--- src/rtl/cpu_pkg.sv ---
// Shared definitions for the lab CPU datapath blocks.
// Holds the fetch FSM state encoding and default bus widths.
package cpu_pkg;

    localparam int DEF_ADDR_W  = 8;
    localparam int DEF_INSTR_W = 16;

    typedef enum logic [1:0] {
        S_IDLE  = 2'd0,
        S_REQ   = 2'd1,
        S_HOLD  = 2'd2,
        S_DRAIN = 2'd3
    } fetch_state_t;

endpackage

--- src/rtl/fetch_ctrl_fsm.sv ---
// Fetch sequencing FSM: owns the ROM handshake state and derives
// mem_req / instr_valid from it.
module fetch_ctrl_fsm
    import cpu_pkg::*;
(
    input  logic         clk,
    input  logic         reset,
    input  logic         mem_ack,
    input  logic         redirect_valid,
    input  logic         instr_ready,
    output fetch_state_t state,
    output logic         mem_req,
    output logic         instr_valid
);

    fetch_state_t next;

    always_ff @(posedge clk or posedge reset) begin
        if (reset) state <= S_IDLE;
        else       state <= next;
    end

    always_comb begin
        next        = state;
        mem_req     = 1'b0;
        instr_valid = 1'b0;
        case (state)
            S_IDLE: next = S_REQ;
            S_REQ: begin
                mem_req = 1'b1;
                // Redirect with ack completes the old request, so re-request at once
                if (redirect_valid && !mem_ack)      next = S_DRAIN;
                else if (mem_ack && !redirect_valid) next = S_HOLD;
            end
            S_HOLD: begin
                instr_valid = 1'b1;
                if (redirect_valid || instr_ready) next = S_REQ;
            end
            S_DRAIN: begin
                mem_req = 1'b1;
                if (mem_ack) next = S_REQ;
            end
            default: next = S_IDLE;
        endcase
    end

endmodule

--- src/rtl/instr_fetch_unit.sv ---
// Instruction fetch unit: PC register, captured instruction and
// pending redirect target around the fetch control FSM.
module instr_fetch_unit
    import cpu_pkg::*;
#(
    parameter int                ADDR_W   = DEF_ADDR_W,
    parameter int                INSTR_W  = DEF_INSTR_W,
    parameter logic [ADDR_W-1:0] RESET_PC = '0
) (
    input  logic               clk,
    input  logic               reset,
    output logic               mem_req,
    output logic [ADDR_W-1:0]  mem_addr,
    input  logic               mem_ack,
    input  logic [INSTR_W-1:0] mem_rdata,
    input  logic               redirect_valid,
    input  logic [ADDR_W-1:0]  redirect_addr,
    output logic               instr_valid,
    input  logic               instr_ready,
    output logic [INSTR_W-1:0] instr_out,
    output logic [ADDR_W-1:0]  instr_pc,
    output logic [ADDR_W-1:0]  pc_out
);

    fetch_state_t      state;
    logic [ADDR_W-1:0] pc;
    logic [ADDR_W-1:0] pending;

    fetch_ctrl_fsm u_fsm (
        .clk            (clk),
        .reset          (reset),
        .mem_ack        (mem_ack),
        .redirect_valid (redirect_valid),
        .instr_ready    (instr_ready),
        .state          (state),
        .mem_req        (mem_req),
        .instr_valid    (instr_valid)
    );

    always_ff @(posedge clk or posedge reset) begin
        if (reset) begin
            pc        <= RESET_PC;
            pending   <= '0;
            instr_out <= '0;
            instr_pc  <= '0;
        end else begin
            case (state)
                S_IDLE: if (redirect_valid) pc <= redirect_addr;
                S_REQ: begin
                    if (redirect_valid && mem_ack) pc <= redirect_addr;
                    else if (redirect_valid)       pending <= redirect_addr;
                    else if (mem_ack) begin
                        instr_out <= mem_rdata;
                        instr_pc  <= pc;
                    end
                end
                S_HOLD: begin
                    if (redirect_valid)   pc <= redirect_addr;
                    else if (instr_ready) pc <= pc + ADDR_W'(1);
                end
                S_DRAIN: begin
                    // Latest redirect wins, even in the ack cycle
                    if (redirect_valid) pending <= redirect_addr;
                    if (mem_ack) pc <= redirect_valid ? redirect_addr : pending;
                end
                default: ;
            endcase
        end
    end

    assign mem_addr = pc;
    assign pc_out   = pc;

endmodule

--- config.mk ---
export PLATFORM = sky130hd
export DESIGN_NAME = instr_fetch_unit
export DESIGN_NICKNAME = d
export VERILOG_FILES = /design/src/rtl/cpu_pkg.sv /design/src/rtl/fetch_ctrl_fsm.sv /design/src/rtl/instr_fetch_unit.sv
export SDC_FILE = /design/constraint.sdc
export NUM_CORES = 1
export LEC_CHECK = 0
export CORE_MARGIN = 1
export CORE_UTILIZATION = 47
export CTS_BUF_LIST = sky130_fd_sc_hd__clkbuf_8
export DETAILED_ROUTE_END_ITERATION = 10
export PLACE_DENSITY = 0.88
export RECOVER_POWER = 25
export SYNTH_ARGS = -nofsm -noshare
export SYNTH_HDL_FRONTEND = slang
export SYNTH_SLANG_ARGS = --single-unit
--- constraint.sdc ---
create_clock -name clk -period 1.8 [get_ports clk]
set_input_delay 0.27 -clock clk [delete_from_list [all_inputs] [get_ports clk]]
set_output_delay 0.27 -clock clk [all_outputs]
set_load 0.01 [all_outputs]
==> summary by stage, run 1 <==
Timing
The measured slew at the worst slew-check pin is 1030 ps. In this run the tightest slew margin relative to its limit is between 30% and 40%. The number of max-slew violations in the final report was 0. The number of endpoints failing setup at the final stage is 0.

For the finished layout, the period the worst path requires is 1670 ps. Summed over all failing endpoints, the final setup total negative slack is 0 ps. The top achievable clock speed is around 600 MHz. The largest clock skew in the final design is between 2 and 3 ps. The post-route worst hold slack is 510 ps.

The number of endpoints with negative hold slack in the final report is 0. Setup repair after global routing left no endpoint under its margin. The final clock period utilization by the worst path is between 90% and 100%.

Power
The total power density per cell area is around 1200 nW/µm². The combinational share of power is between 40% and 50%. The switching power as a share of total power is approximately 29%. Sequential cells account for between 30 and 40% of the total power.

The part of the total power dissipated in the clock network is about a fifth. The analysis attributes to net switching a power of about 0.0011 W. Cell internal power was estimated by the tool at approximately 0.0026 W. The worst-case IR drop observed on VDD is ~0.42 mV. The leakage component of the power is 1.30 nW.

Job
Across the run, the number of max-cap violations was 0.

Detailed routing
Wires add up to ~5 mm. In the routed layout, each cell is associated on average with a via count of between 5 and 6. Across all layers, the routed design uses approximately 1.7k vias. After detailed routing, the number of remaining DRC violations is 0. The count of TritonRoute iterations in the first routing pass is 4.

The number of nets still failing antenna checks after routing is 0. Dividing the detail-routed wire length by the instance count gives ~16 µm. The number of DRC markers after the initial detailed-route iteration is between 150 and 200.

GRT
The via count of the first global-routing pass came to 1697. The number of antenna violations at the first check in global routing was 0. The first global-routing pass estimated 8.56 mm of wire. The total grt overflow is 0. The combined global-route utilization of all metal layers is a little under a quarter. The pin count of the biggest net entering global routing is 43.

Clock tree
Clock-pin slew was measured on the worst setup and hold paths at 80 ps. The maximum level of the CTS H-tree is 2. The clock drives 42 sinks. The later pin in the worst-skew pair is clocked with a latency of 290 ps. The library cell used as clock root buffer is sky130_fd_sc_hd__clkbuf_8.

The clock tree buffer depth is 2. TritonCTS built the clock tree. In this run, CTS created clock tree buffers numbering 5. The hold buffer count at CTS is 0.

Floorplanning
The top-level port count is 71. Measured along the x axis, the die boundary spans 69.6 µm. The starting utilization of the core area is between 40% and 50%.

The vertical extent of the die is slightly below 70 µm. The region available for standard cell placement spans between 4000 and 5000 µm². The full die area is 4840 µm². The number of core rows is 24.

Worst hold path
In this run the worst hold path is classified as reg -> reg. The startpoint of the lowest-slack hold path is pending[2]. The instance count along the most critical hold path is 1.

Final layout
The signed area change from the synthesized netlist to the final layout is 42.2%. The final layout contains between 200 and 300 nets. The layout has roughly 320 filler cells. The layout cell share with drive strength beyond 1 is 25.7%. The multi-input combinational cells in the finished layout cover a total of around 930 µm².

The number of antenna diodes in the final layout is 0. The non-filler instance count after layout is 309. The sequential cell area is about 1100 µm².

Worst setup path
The cell with the largest stage delay on the worst path is sky130_fd_sc_hd__clkdlybuf4s50_1. The launch point of the worst reg-to-reg path is u_fsm.state[0]. The critical path goes through nor2b_1, clkdlybuf4s50_1. The number of buffers and inverters on the critical path is 1.

Of all nets on the critical path, the largest fanout is 2. The depth of the most critical reg-to-reg path is 6. The data arrival time of the worst path is 1400 ps. In this run the worst setup path begins at u_fsm.state[0].

The critical path runs through a total of 2 cells. In this run the register-to-register setup slack is approximately 210 ps. In this design, the largest share of critical-path delay is due to buffers and inverters.

The critical setup path kind is reg -> out. The startpoint type of the worst setup path is a register. The worst endpoint required time is roughly 1500 ps. The worst setup path is captured at an output port.

On the worst path, the slowest cell contributes a delay of ~550 ps.

Synth
During synthesis, Yosys emitted a total of 0 warnings. After synthesis, the largest area contributor takes up approximately half of total cell area. By area the synthesized netlist is led by sky130_fd_sc_hd__dfrtp_1, sky130_fd_sc_hd__mux2_4, sky130_fd_sc_hd__mux2_2. The number of library cell types mapped by synthesis is 42.

A synthesized cell averages ~12 µm². The synthesized design contains between 40 and 50 register bits. The total nets after synthesis is between 200 and 250. The library cell occupying the most area in the post-synthesis netlist is sky130_fd_sc_hd__dfrtp_1. The synthesized cell area is 2150 µm². The count of mapped cells out of synthesis is 178. The share of the Yosys chip area taken by registers is about half.

Placement
The count of buffers added on input and output ports is 70. The weighted congestion at the end of routability-driven global placement is roughly 0.81. In this run, placement finished with an instance count of 298. Summed over all nets, the half-perimeter wirelength after detailed placement is 3.59 mm.

Status
The run finished with clean final reports.
## Yosys cell counts, drive strengths merged
library cell / count
xor2: 2
nor2b: 5
nor4: 1
a32oi: 1
a211oi: 2
and3: 2
buf: 15
nand2b: 3
o31a: 1
a21oi: 8
ha: 1
o211ai: 1
o22a: 1
a21o: 4
a22oi: 2
nand3: 6
mux2i: 1
xnor2: 1
o21ai: 15
a21bo: 1
dfrtp: 42
and3b: 1
o221ai: 1
inv: 5
clkbuf: 3
mux2: 32
o21a: 1
or3: 1
nor2: 5
or3b: 1
nor3: 3
nand2: 10
## final timing paths
| path | to |
|---|---|
| setup / recovery | instr_valid |
| hold / removal | pending[2] |
| setup reg to reg | mem_addr[2] |
| hold reg to reg | pending[2] |
| max in group asynchronous | u_fsm.state[0] |
| min in group asynchronous | instr_out[12] |
## logic make-up (layout without fill, tap and decap cells)
logic type	after synthesis	count (layout)	synth area share, %
buf+inv	23	102	7.87
compound gates	38	38	11.1
xor+xnor	3	3	1.22
fa+ha+maj	1	1	0.583
mux	33	33	20.7
flops	42	42	49.0
simple gates	38	38	9.50
## registers in the layout, summed over array words and instances, names as in the netlist
register / flops
pending: 8
instr_pc: 8
instr_out: 16
u_fsm.state: 2
mem_addr: 8
## power by group through the flow
stage                     Sequential [W]  Combinational, W  Clock, W
after global placement           0.00142           0.00141         0
after floorplan                  0.00152          0.000623         0
final                            0.00142           0.00147  0.000738
after global routing             0.00146           0.00156  0.000806
after detailed placement         0.00144           0.00145         0
after CTS                        0.00143           0.00147  0.000757
## area by class of cell
| cell class | count | share of cell area (%) |
|---|---|---|
| sequential | 42 | 34.5 |
| multi-input combinational | 113 | 30.4 |
| timing repair buffer | 89 | 28.8 |
| clock buffer | 5 | 2.25 |
| tap | 52 | 2.13 |
| clock inverter | 3 | 1.35 |
| inverter | 5 | 0.615 |
## routing by layer
metal	wire length [µm]	vias up	global-route usage [%]
li1	-	772	-
met1	2180	813	29.8
met2	2470	76	37.1
met3	295	8	5.67
met4	49	0	6.12
met5	0	-	0
## through the flow
step	utilization, %	setup WS, ps	total power (W)	instance area (µm²)
2_1_floorplan	-	284	0.00215	2150
4_1_cts	69.5	17.1	0.00365	3050
6_report	69.6	126	0.00363	3050
5_1_grt	69.6	46.0	0.00382	3050
3_3_place_gp	66.6	71.0	0.00283	2920
3_5_place_dp	66.6	7.11	0.00289	2920
## timing repair
item / in CTS / in global routing
setup endpoints to repair: 1 / 1
gates resized for setup: 2 / 0
setup buffers: 2 / 1
## layout by cell type, fill, tap and decap left out, types with 4 or more instances in the layout
cell type                         instances
sky130_fd_sc_hd__nor2b_1                  4
sky130_fd_sc_hd__nor2_1                   4
sky130_fd_sc_hd__nand2_1                 10
sky130_fd_sc_hd__o21ai_0                 13
sky130_fd_sc_hd__clkbuf_8                 5
sky130_fd_sc_hd__a21oi_1                  8
sky130_fd_sc_hd__nand3_1                  6
sky130_fd_sc_hd__buf_4                   15
sky130_fd_sc_hd__inv_1                    6
sky130_fd_sc_hd__mux2_2                  12
sky130_fd_sc_hd__clkdlybuf4s50_1         69
sky130_fd_sc_hd__dfrtp_1                 40
sky130_fd_sc_hd__a21o_1                   4
sky130_fd_sc_hd__mux2_4                  20
(Power assumes the default switching activity.)
==> inputs of run 2 (changes only) <==
- TNS_END_PERCENT: unset -> 50
==> results of run 2 <==
The final DEF is identical to that of run 1; final timing and power are the same.
==> inputs of run 3 (changes only) <==
- SLEW_MARGIN: unset -> 15
==> results of run 3 <==
The final DEF is identical to that of run 1; final timing and power are the same.
